**config.mk**
```make
export PLATFORM = sky130hd
export DESIGN_NAME = shift_sequencer
export DESIGN_NICKNAME = d
export VERILOG_FILES = /design/src/rtl/shift_sequencer.sv
export SDC_FILE = /design/constraint.sdc
export NUM_CORES = 1
export LEC_CHECK = 0
export ABC_AREA = 1
export CAP_MARGIN = 20
export CORE_MARGIN = 2
export CORE_UTILIZATION = 52
export DETAILED_ROUTE_END_ITERATION = 12
export PLACE_DENSITY = 0.88
export SLEW_MARGIN = 20
export SYNTH_ARGS = -nofsm -noshare
export SYNTH_HDL_FRONTEND = slang
export SYNTH_SLANG_ARGS = --single-unit
```
**constraint.sdc**
```tcl
create_clock -name clk -period 2.3 [get_ports clk]
set_input_delay 0.345 -clock clk [delete_from_list [all_inputs] [get_ports clk]]
set_output_delay 0.345 -clock clk [all_outputs]
set_load 0.01 [all_outputs]
```
**src/rtl/shift_sequencer.sv**
```systemverilog
// shift_sequencer: register front/back end around the 4-bit barrel shifter.
// Captures an operand and command on a start edge. Drives the shifter from
// registers. Collects one or four shifter results into a 16-bit packed word.
module shift_sequencer #(
    parameter int unsigned SWEEP_STEPS = 4
) (
    input  logic        clk,
    input  logic        rst_n,
    input  logic        ena,
    input  logic        start,
    input  logic        mode,
    input  logic [3:0]  din,
    input  logic [1:0]  shamt,
    output logic [3:0]  sh_i,
    output logic [1:0]  sh_s,
    input  logic [3:0]  sh_o,
    output logic [15:0] result,
    output logic        busy,
    output logic        done,
    output logic [7:0]  op_count
);

    typedef enum logic [1:0] {
        IDLE = 2'd0,
        RUN  = 2'd1,
        DONE = 2'd2
    } state_t;

    localparam logic [1:0] LAST_STEP = 2'(SWEEP_STEPS - 1);

    state_t      state_q, state_d;
    logic        start_q;
    logic        mode_q, mode_d;
    logic [1:0]  step_q, step_d;
    logic [3:0]  sh_i_q, sh_i_d;
    logic [1:0]  sh_s_q, sh_s_d;
    logic [15:0] result_q, result_d;
    logic [7:0]  op_count_q, op_count_d;
    logic        accept;

    // A command is accepted only on a fresh rising edge of start while idle.
    assign accept = (state_q == IDLE) && start && !start_q;

    // Start history follows the pin even while ena is low. A start that rises
    // during a gated period and is still high afterwards therefore looks like a
    // level, not a new edge.
    always_ff @(posedge clk or negedge rst_n) begin
        if (!rst_n) begin
            start_q <= 1'b0;
        end else begin
            start_q <= start;
        end
    end

    // Next-state, datapath and result packing for the sequencer.
    always_comb begin
        state_d    = state_q;
        mode_d     = mode_q;
        step_d     = step_q;
        sh_i_d     = sh_i_q;
        sh_s_d     = sh_s_q;
        result_d   = result_q;
        op_count_d = op_count_q;

        case (state_q)
            IDLE: begin
                if (accept) begin
                    state_d  = RUN;
                    sh_i_d   = din;
                    mode_d   = mode;
                    step_d   = '0;
                    sh_s_d   = mode ? 2'd0 : shamt;
                    result_d = '0;
                end
            end

            RUN: begin
                result_d[{step_q, 2'b00} +: 4] = sh_o;
                if (!mode_q || (step_q == LAST_STEP)) begin
                    state_d    = DONE;
                    op_count_d = op_count_q + 8'd1;
                end else begin
                    step_d = step_q + 2'd1;
                    sh_s_d = sh_s_q + 2'd1;
                end
            end

            DONE: begin
                state_d = IDLE;
            end

            default: begin
                state_d = IDLE;
            end
        endcase
    end

    // State and datapath registers; everything holds while ena is low.
    always_ff @(posedge clk or negedge rst_n) begin
        if (!rst_n) begin
            state_q    <= IDLE;
            mode_q     <= 1'b0;
            step_q     <= '0;
            sh_i_q     <= '0;
            sh_s_q     <= '0;
            result_q   <= '0;
            op_count_q <= '0;
        end else if (ena) begin
            state_q    <= state_d;
            mode_q     <= mode_d;
            step_q     <= step_d;
            sh_i_q     <= sh_i_d;
            sh_s_q     <= sh_s_d;
            result_q   <= result_d;
            op_count_q <= op_count_d;
        end
    end

    assign sh_i     = sh_i_q;
    assign sh_s     = sh_s_q;
    assign result   = result_q;
    assign op_count = op_count_q;
    assign busy     = (state_q == RUN);
    assign done     = (state_q == DONE);

endmodule
```
==> metrics.cfg, run 1 <==
[outcome]
outcome=complete, no violations

[grt]
grt_antenna_before_repair=0
first_global_vias=1516
grt_usage=0.209
globalRoute.totalOverflow=0
grt_first_pass_wirelength_um=6560
grt_max_degree=37

[timing]
max_clock_freq_mhz=498
finalCritPeriodShare=0.872
worst_path_setup_slack_after_routing_ns=0.294
max_slew_margin=0.713
finalHoldViolations=0
setup_viol=0
min_period_ns=2.01
fin_tns_setup_ns=0
maxSlewViolCount=0
worstMarginPinSlew_ns=0.430
worst_clock_skew_ns=0.00750
rsz0062_at_grt=no

[floorplanning]
std_cell_rows=21
chipHeight_um=63.7
coreArea_um2=3390
io_pins=47
die-width_um=63.7
floorplan.initialDensity=0.546
die_area_um2=4050

[setup_path]
worst_path_largest_cell_delay_ns=0.57
critical_path_peak_fanout=7
crit_path_start_kind=register
crit_chain=inv_2 > nor2_4 > clkdlybuf4s50_1
timing.setup.critical_path_class=register to primary output
worstPathRequired_ns=1.96
worstPathArrival_ns=1.66
worst_setup_path_end_kind=primary output
critical_path.n_buffers_inverters=2
cell_family_contributing_the_most_delay_on_the_critical_path=buffers and inverters
cp_slowest_cell=sky130_fd_sc_hd__clkdlybuf4s50_1

[layout]
synthesis_to_finish_area_growth_pct=31.7
final_layout_size_suffix_gt1_frac=0.0957
fillerInstances=271
leading_cell_type_in_the_layout_fill_and_taps_excluded=sky130_fd_sc_hd__nand2_1
layout_common_cells=sky130_fd_sc_hd__nand2_1, sky130_fd_sc_hd__clkdlybuf4s50_1, sky130_fd_sc_hd__dfrtp_1
antenna-diode-count=0
layout.nets=303
final_cells=328

[yosys]
ys_async_sr_fraction=1.00
yosys_warnings=0
synth_cells=227
syn_nets=249
synth_ff_type=sky130_fd_sc_hd__dfrtp_1
synth_area_per_cell_um2=8.15
synth_area_leaders=sky130_fd_sc_hd__dfrtp_1, sky130_fd_sc_hd__nand2_1, sky130_fd_sc_hd__ha_1
synth_enable_flop_cells=0
netlist_area_um2=1850
yosys_register_bits=36
post_synth_num_cell_types=22
cell_taking_the_most_area_after_synthesis=sky130_fd_sc_hd__dfrtp_1
netlist.area_leader.share=0.487
synth-seq-area-share=0.487

[placement]
place.detailed.hpwl_um=2740
place_ws_ns=0.612
post-place-cells=320
buffers_added_on_ports=46
gp_routability_congestion=0.790

[clock_tree]
worstSkewPairLatency_ns=0.35
cts_buffers=5
ctsResizeCount=0
cts.sink_count=36
clockBufferDepth=2
cts.hold.buffers_added=0
tritoncts=built
cts_root_buffer=sky130_fd_sc_hd__clkbuf_4
cts_setup_buffers=0
clock_pin_slew_on_the_worst_setup_and_hold_paths_ns=0.11
htreeDepth=2

[route]
dr.first_iter.drc_count=82
vias=1615
average_detailed_routed_wire_length_per_instance_um=11.3
first_pass_drt_iterations=4
ant_nets=0
drt-total-wl_um=3720
drt_drc_violations_left=0
route.detailed.vias_per_inst=4.92

[run]
maxCapViolations=0

[pwr]
power-per-cell-area_nw_per_um2=972
power.leakage_uw=0.00113
power.ir.vdd_worst_v=0.000815

[worst_hold_path]
min_path_type=input pin to asynchronous set/reset pin

==> area by class of cell <==
class / instances / area, um^2 / share of cell area
well taps: 46 / 57.6 / 0.0236
inverters: 23 / 86.3 / 0.0354
clock inverters: 2 / 10.0 / 0.00411
clock buffers: 6 / 51.3 / 0.0210
repair buffers: 47 / 468 / 0.192
multi-input cells: 168 / 863 / 0.354
flip-flops and latches: 36 / 901 / 0.370
==> per-stage QoR <==
step | utilization | instance area (um^2) | total power (uW) | hold slack, ns
after detailed placement | 0.701 | 2380 | 2020 | 0.477
after CTS | 0.719 | 2440 | 2380 | 0.421
after global routing | 0.719 | 2440 | 2570 | 0.438
after global placement | 0.701 | 2380 | 1980 | 0.469
final | 0.719 | 2440 | 2370 | 0.407
after floorplan | - | 1850 | 1590 | 0.0494
==> final timing paths <==
check / from / end / slack [ns] / cells after the start
worst max-delay path: state_q[0]$_DFFE_PN0P_ / busy / 0.29 / 3
worst max register to register: step_q[0]$_DFFE_PN0P_ / result[12]$_DFFE_PN0P_ / 0.59 / 7
worst min register to register: sh_i[2]$_DFFE_PN0P_ / sh_i[2]$_DFFE_PN0P_ / 0.50 / 2
max in group asynchronous: rst_n / mode_q$_DFFE_PN0P_ / 1.59 / 2
worst min-delay path: rst_n / result[15]$_DFFE_PN0P_ / 0.41 / 2
min in group clk: start / start_q$_DFF_PN0_ / 0.46 / 1
==> sequential cells by signal (all words and copies together) (netlist names) <==
register / cells
sh_s: 2
result: 16
state_q: 2
mode_q: 1
sh_i: 4
start_q: 1
step_q: 2
op_count: 8
==> cells by family after synthesis <==
kind of cell             count (synthesis)  synth area share
AND/OR/NAND/NOR                        132             0.325
flip-flops                              36             0.487
AO/OA/AOI/OAI                           24            0.0710
buffers and inverters                   23            0.0467
adder cells (fa/ha/maj)                  7            0.0473
XOR/XNOR                                 5            0.0237
==> synthesized netlist by cell type (2+ instances only) <==
library cell and instances:
sky130_fd_sc_hd__nor2_4 3, sky130_fd_sc_hd__nand2_1 93, sky130_fd_sc_hd__nor3_1 4, sky130_fd_sc_hd__nand3_4 2, sky130_fd_sc_hd__nand3_1 6, sky130_fd_sc_hd__o21ai_1 13
sky130_fd_sc_hd__xor2_1 3, sky130_fd_sc_hd__o21ai_0 10, sky130_fd_sc_hd__nand3_2 3, sky130_fd_sc_hd__xnor2_1 2, sky130_fd_sc_hd__nor2_2 2, sky130_fd_sc_hd__inv_1 19
sky130_fd_sc_hd__nor2_1 14, sky130_fd_sc_hd__dfrtp_1 36, sky130_fd_sc_hd__ha_1 7, sky130_fd_sc_hd__inv_2 4
==> per-layer routing <==
metal  up-vias  global-route usage  part of all wire
met4         0              0.0815             0.013
met5         -                   0                 0
li1        817                   -                 -
met1       742               0.262              0.45
met3         5              0.0589             0.057
met2        51               0.343              0.48
==> where the power goes <==
group	leakage [uW]	switching, uW	total, uW	internal, uW
combinational	0.000611	617	1080	466
sequential	0.000482	147	929	782
clock	0.0000380	212	357	145
total	0.00113	976	2370	1390
Note: power is estimated with default switching activity, not from simulation.
==> inputs of run 2 (changes only) <==
--- a/config.mk
+++ b/config.mk
@@ -8,9 +8,11 @@
 export ABC_AREA = 1
 export CAP_MARGIN = 20
 export CORE_MARGIN = 2
-export CORE_UTILIZATION = 52
+export CORE_UTILIZATION = 25
+export CTS_CLUSTER_DIAMETER = 30
 export DETAILED_ROUTE_END_ITERATION = 12
-export PLACE_DENSITY = 0.88
+export PLACE_DENSITY = 0.5
+export SETUP_SLACK_MARGIN = 0.02
 export SLEW_MARGIN = 20
 export SYNTH_ARGS = -nofsm -noshare
 export SYNTH_HDL_FRONTEND = slang
==> run 2 against run 1 <==
  * Via count is 2.6% lower
  * Sequential power hardly changed
  * Utilization down 37 points
  * Register-to-register slack improved by 0.05 ns
  * Critical path type unchanged
  * Worst setup slack gained 0.055 ns
  * Critical path depth is the same
  * Sequential share of layout area is 1.3 points lower
==> metrics.cfg, run 2 (same netlist as run 1, synthesis figures left out) <==
[setup_path]
reg2reg_setup_slack_ns=0.64  ; was 0.59 ns
worst_r2r_path_depth=7  ; unchanged
crit_path_start_kind=register  ; unchanged
worst_r2r_endpoint=result[14]$_DFFE_PN0P_  ; was result[12]$_DFFE_PN0P_
critical_path_peak_fanout=7  ; unchanged
worst_setup_path_end_kind=primary output  ; unchanged
crit_chain=inv_2 > nor2_4 > clkdlybuf4s50_1  ; unchanged
cp_slowest_cell=sky130_fd_sc_hd__clkdlybuf4s50_1  ; unchanged
worstPathArrival_ns=1.61  ; was 1.66 ns
worst_path_largest_cell_delay_ns=0.57  ; about the same
crit-reg2reg-launch=step_q[0]$_DFFE_PN0P_  ; unchanged
timing.setup.critical_path_class=register to primary output  ; unchanged
worstPathRequired_ns=1.96  ; about the same

[floorplanning]
std_cell_rows=31  ; was 21
floorplan.initialDensity=0.257  ; was 0.546
coreArea_um2=7210  ; was 3390 um^2
io_pins=47  ; unchanged
chipHeight_um=90.0  ; was 63.7 um
die_area_um2=8110  ; was 4050 um^2
die-width_um=90.0  ; was 63.7 um

[clock_tree]
tritoncts=built  ; unchanged
clock_pin_slew_on_the_worst_setup_and_hold_paths_ns=0.07  ; was 0.11 ns
clockBufferDepth=2  ; unchanged
ctsResizeCount=0  ; unchanged
htreeDepth=2  ; unchanged
cts_root_buffer=sky130_fd_sc_hd__clkbuf_8  ; was sky130_fd_sc_hd__clkbuf_4
cts_setup_buffers=0  ; unchanged
cts_buffers=5  ; unchanged
worstSkewPairLatency_ns=0.29  ; was 0.35 ns
cts.sink_count=36  ; unchanged
cts.hold.buffers_added=0  ; unchanged

[layout]
fillerInstances=800  ; was 271
final_core_utilization=0.350  ; was 0.719
final_cells=379  ; was 328
leading_cell_type_in_the_layout_fill_and_taps_excluded=sky130_fd_sc_hd__nand2_1  ; unchanged
largest_register_ff_count=16  ; unchanged
final_layout_size_suffix_gt1_frac=0.0929  ; was 0.0957
layout_common_cells=sky130_fd_sc_hd__nand2_1, sky130_fd_sc_hd__clkdlybuf4s50_1, sky130_fd_sc_hd__dfrtp_1  ; unchanged
antenna-diode-count=0  ; unchanged
synthesis_to_finish_area_growth_pct=36.5  ; was 31.7%
layout.nets=302  ; was 303

[timing]
max_clock_freq_mhz=512  ; was 498 MHz
maxSlewViolCount=0  ; unchanged
min_period_ns=1.95  ; was 2.01 ns
finalCritPeriodShare=0.848  ; was 0.872
worstMarginPinSlew_ns=0.808  ; was 0.430 ns
fin_tns_setup_ns=0  ; unchanged
finalHoldViolations=0  ; unchanged
setup_viol=0  ; unchanged
rsz0062_at_grt=no  ; unchanged
worst_path_setup_slack_after_routing_ns=0.349  ; was 0.294 ns
max_slew_margin=0.462  ; was 0.713
worst_clock_skew_ns=0.00252  ; was 0.00750 ns

[route]
first_pass_drt_iterations=4  ; unchanged
drt-total-wl_um=4240  ; was 3720 um
vias=1573  ; was 1615
average_detailed_routed_wire_length_per_instance_um=11.2  ; was 11.3 um
dr.first_iter.drc_count=48  ; was 82
route.detailed.vias_per_inst=4.15  ; was 4.92
ant_nets=0  ; unchanged
drt_drc_violations_left=0  ; unchanged

[pwr]
power.ir.vdd_worst_v=0.000340  ; was 0.000815 V
total_power_uw=2510  ; was 2370 uW
p_comb_frac=0.436  ; was 0.457
power_report.internal_total_uw=1520  ; was 1390 uW
seq_pwr_share=0.369  ; was 0.392
power-per-cell-area_nw_per_um2=994  ; was 972 nW/um^2
p_sw_uw=996  ; was 976 uW
power.leakage_uw=0.00114  ; was 0.00113 uW
share_clk_of_total_power=0.195  ; was 0.151
netSwitchingFraction=0.397  ; was 0.412

[placement]
buffers_added_on_ports=46  ; unchanged
gp_routability_congestion=0.722  ; was 0.790
place_ws_ns=0.574  ; was 0.612 ns
post-place-cells=372  ; was 320
place.detailed.hpwl_um=3170  ; was 2740 um

[grt]
grt_max_degree=37  ; unchanged
grt_usage=0.114  ; was 0.209
first_global_vias=1539  ; was 1516
globalRoute.totalOverflow=0  ; unchanged
grt_first_pass_wirelength_um=7510  ; was 6560 um
grt_antenna_before_repair=0  ; unchanged

[worst_hold_path]
min_path_type=input pin to asynchronous set/reset pin  ; unchanged

[run]
maxCapViolations=0  ; unchanged

[outcome]
outcome=complete, no violations  ; unchanged

## run 2: through the flow
stage | instance area [um^2] | hold slack, ns
4_1_cts | 2530 | 0.190
6_report | 2530 | 0.138
5_1_grt | 2530 | 0.219
3_3_place_gp | 2430 | 0.469
2_1_floorplan | 1850 | 0.0494
3_5_place_dp | 2430 | 0.478
## run 2: routing by layer
metal / share of wire / wire, um / GRT usage / up-vias
li1: - / - / - / 813
met1: 0.47 / 2000 / 0.151 / 713
met2: 0.45 / 1890 / 0.175 / 42
met3: 0.071 / 303 / 0.0402 / 5
met4: 0.0099 / 42 / 0.0308 / 0
met5: 0 / 0 / 0 / -
## run 2: final cells by class
cell class	count	area (um^2)	share of cell area
sequential	36	901	0.357
multi-input combinational	168	863	0.342
timing repair buffer	46	455	0.180
tap	99	124	0.0490
clock buffer	7	96.3	0.0381
inverter	23	86.3	0.0342
## run 2: worst max path at each step
stage,endpoint,cells past startpoint,startpoint
after floorplan,result[0]$_DFFE_PN0P_,7,step_q[0]$_DFFE_PN0P_
after global placement,result[3]$_DFFE_PN0P_,6,ena
after detailed placement,result[1]$_DFFE_PN0P_,6,ena
after CTS,busy,3,state_q[0]$_DFFE_PN0P_
after global routing,busy,3,state_q[0]$_DFFE_PN0P_
final,busy,3,state_q[0]$_DFFE_PN0P_
## run 2: critical path: cells and delay by family (launching register included)
kind | cells | cell delay (ns)
flip-flops | 1 | 0.47
AND/OR/NAND/NOR | 1 | 0.18
buffers and inverters | 2 | 0.67
## run 2: power groups by stage
stage | Combinational (uW) | Sequential, uW | Clock, uW
CTS | 1120 | 931 | 507
floorplan | 624 | 969 | 0
global placement | 1100 | 939 | 0
finish | 1090 | 926 | 491
detailed placement | 1110 | 941 | 0
global route | 1230 | 958 | 539
==> inputs of run 3 (changes only) <==
==> constraint.sdc (replaced) <==
create_clock -name clk -period 1.85 [get_ports clk]
set_input_delay 0.2775 -clock clk [delete_from_list [all_inputs] [get_ports clk]]
set_output_delay 0.2775 -clock clk [all_outputs]
set_load 0.01 [all_outputs]
==> run 3 against run 2 <==
  * Via count fell by 0.57%
  * Register-to-register slack worse by 0.32 ns
  * Die area unchanged
  * Sequential share of layout area fell by 0.47 points
  * Clock skew rose by 0.0046 ns
  * Sequential cell count is the same
  * Power grew 23%
  * Count of clock-buffer cells in the layout is 1 lower
  * Cell count grew 1.3%
  * Global-route usage down 0.33 points
  * Worst setup slack worse by 0.23 ns
  * Non-clock buffer count grew 5
  * Critical path type unchanged
  * Largest cell class unchanged
  * Highest routed layer unchanged
==> metrics.cfg, run 3 (same netlist as run 1, synthesis figures left out) <==
[outcome]
outcome=complete, no violations  ; unchanged

[setup_path]
timing.setup.critical_path_class=register to primary output  ; unchanged
worst_setup_path_end_kind=primary output  ; unchanged
crit-reg2reg-launch=step_q[0]$_DFFE_PN0P_  ; unchanged
cp_slowest_cell=sky130_fd_sc_hd__clkdlybuf4s50_1  ; unchanged
crit_path_start_kind=register  ; unchanged
worstPathRequired_ns=1.57  ; was 1.96 ns
reg2reg_setup_slack_ns=0.32  ; was 0.64 ns
crit_chain=inv_2 > nor2_1 > clkdlybuf4s50_1  ; was inv_2 > nor2_4 > clkdlybuf4s50_1
timing.critical_path.from=state_q[1]$_DFFE_PN0P_  ; was state_q[0]$_DFFE_PN0P_
cell_family_contributing_the_most_delay_on_the_critical_path=buffers and inverters  ; unchanged
worst_r2r_endpoint=result[14]$_DFFE_PN0P_  ; unchanged
worstPathArrival_ns=1.45  ; was 1.61 ns
worst_r2r_path_depth=8  ; was 7
critical_path.n_buffers_inverters=2  ; unchanged
critical_path_peak_fanout=4  ; was 7
worst_path_largest_cell_delay_ns=0.56  ; was 0.57 ns

[clock_tree]
cts_buffers=5  ; unchanged
clock_pin_slew_on_the_worst_setup_and_hold_paths_ns=0.07  ; about the same
tritoncts=built  ; unchanged
cts_root_buffer=sky130_fd_sc_hd__clkbuf_8  ; unchanged
htreeDepth=2  ; unchanged
worstSkewPairLatency_ns=0.29  ; about the same
cts.sink_count=36  ; unchanged
clockBufferDepth=2  ; unchanged

[layout]
fillerInstances=797  ; was 800
leading_cell_type_in_the_layout_fill_and_taps_excluded=sky130_fd_sc_hd__nand2_1  ; unchanged
final_layout_size_suffix_gt1_frac=0.109  ; was 0.0929
largest_register_ff_count=16  ; unchanged
area.sequential_um2=902  ; was 901 um^2
final_core_utilization=0.355  ; was 0.350
multiInputGateArea_um2=866  ; was 863 um^2
layout.nets=307  ; was 302
final_cells=384  ; was 379
layout_common_cells=sky130_fd_sc_hd__nand2_1, sky130_fd_sc_hd__clkdlybuf4s50_1, sky130_fd_sc_hd__dfrtp_1  ; unchanged
synthesis_to_finish_area_growth_pct=38.5  ; was 36.5%
antenna-diode-count=0  ; unchanged

[floorplanning]
die-width_um=90.0  ; unchanged
floorplan.initialDensity=0.257  ; unchanged
coreArea_um2=7210  ; unchanged
chipHeight_um=90.0  ; unchanged
std_cell_rows=31  ; unchanged
io_pins=47  ; unchanged
die_area_um2=8110  ; unchanged

[route]
drt-total-wl_um=4170  ; was 4240 um
route.detailed.vias_per_inst=4.07  ; was 4.15
wl_met1_um=2070  ; was 2000 um
first_pass_drt_iterations=4  ; unchanged
route.top_layer_used=met4  ; unchanged
drt_drc_violations_left=0  ; unchanged
detailroute.wirelength.met3_um=190  ; was 303 um
ant_nets=0  ; unchanged
dr_wl_met2_um=1840  ; was 1890 um
dr.first_iter.drc_count=80  ; was 48
vias=1564  ; was 1573
average_detailed_routed_wire_length_per_instance_um=10.8  ; was 11.2 um

[timing]
finalHoldViolations=0  ; unchanged
finalCritPeriodShare=0.936
setup_viol=0  ; unchanged
rsz0062_at_grt=no  ; unchanged
max_slew_margin=0.695  ; was 0.462
worst_clock_skew_ns=0.00714  ; was 0.00252 ns
worstMarginPinSlew_ns=0.457  ; was 0.808 ns
fin_tns_setup_ns=0  ; unchanged
min_period_ns=1.73
maxSlewViolCount=0  ; unchanged
max_clock_freq_mhz=577
finalHoldWorstSlack_ns=0.463  ; was 0.138 ns

[grt]
grt_max_degree=20  ; was 37
first_global_vias=1562  ; was 1539
grt_antenna_before_repair=0  ; unchanged
grt_first_pass_wirelength_um=7250  ; was 7510 um
grt_usage=0.110  ; was 0.114
globalRoute.totalOverflow=0  ; unchanged

[pwr]
power-per-cell-area_nw_per_um2=1200  ; was 994 nW/um^2
power.leakage_uw=0.00116  ; was 0.00114 uW
power.ir.vdd_worst_v=0.000582  ; was 0.000340 V

[run]
maxCapViolations=0  ; unchanged

[worst_hold_path]
hold-path-cell-count=1
min_path_type=input pin to register  ; was input pin to asynchronous set/reset pin
timing.hold.worst.start=start
whs_endpoint=start_q$_DFF_PN0_

[placement]
post-place-cells=375  ; was 372
place.detailed.hpwl_um=3150  ; was 3170 um
gp_routability_congestion=0.739  ; was 0.722
buffers_added_on_ports=46  ; unchanged

[run 3: final cells by class]
cell class | instances | share of cell area
tap | 99 | 0.0483
timing repair buffer | 51 | 0.198
sequential | 36 | 0.352
inverter | 23 | 0.0337
multi-input combinational | 168 | 0.338
clock buffer | 6 | 0.0283
clock inverter | 1 | 0.00195
[run 3: how the worst max path moves through the flow]
stage                            endpoint  slack (ns)  cells after the start
floorplan           result[0]$_DFFE_PN0P_        0.42                      7
global placement    result[0]$_DFFE_PN0P_        0.22                      6
detailed placement  result[1]$_DFFE_PN0P_        0.22                      6
CTS                                  busy        0.05                      3
global route                         done        0.02                      2
finish                               done        0.12                      3
[run 3: stage by stage]
stage / setup slack (ns) / power, uW / area, um^2
after floorplan: 0.415 / 1980 / 1850
after global placement: 0.217 / 2560 / 2460
after global routing: 0.0196 / 3350 / 2560
after detailed placement: 0.222 / 2560 / 2460
final: 0.118 / 3080 / 2560
after CTS: 0.0521 / 3120 / 2550
[run 3: timing repair]
| item | 4_1_cts | 5_1_grt |
|---|---|---|
| gates resized for setup | 0 | 2 |
| hold buffers | 1 | 0 |
| endpoints found under the setup margin | 0 | 3 |
| hold endpoints to repair | 18 | 0 |
| buffers inserted | 0 | 1 |
[run 3: power by group]
group / total, uW / internal (uW) / leakage [uW] / switching (uW)
logic: 1390 / 614 / 0.000635 / 776
registers: 1160 / 976 / 0.000481 / 185
clock network: 527 / 256 / 0.0000410 / 271
total: 3080 / 1850 / 0.00116 / 1230
[run 3: layer usage]
layer  GRT usage  vias up
met4      0.0423        0
met1       0.142      693
met3      0.0302        8
met2       0.177       37
met5           0        -
li1            -      826
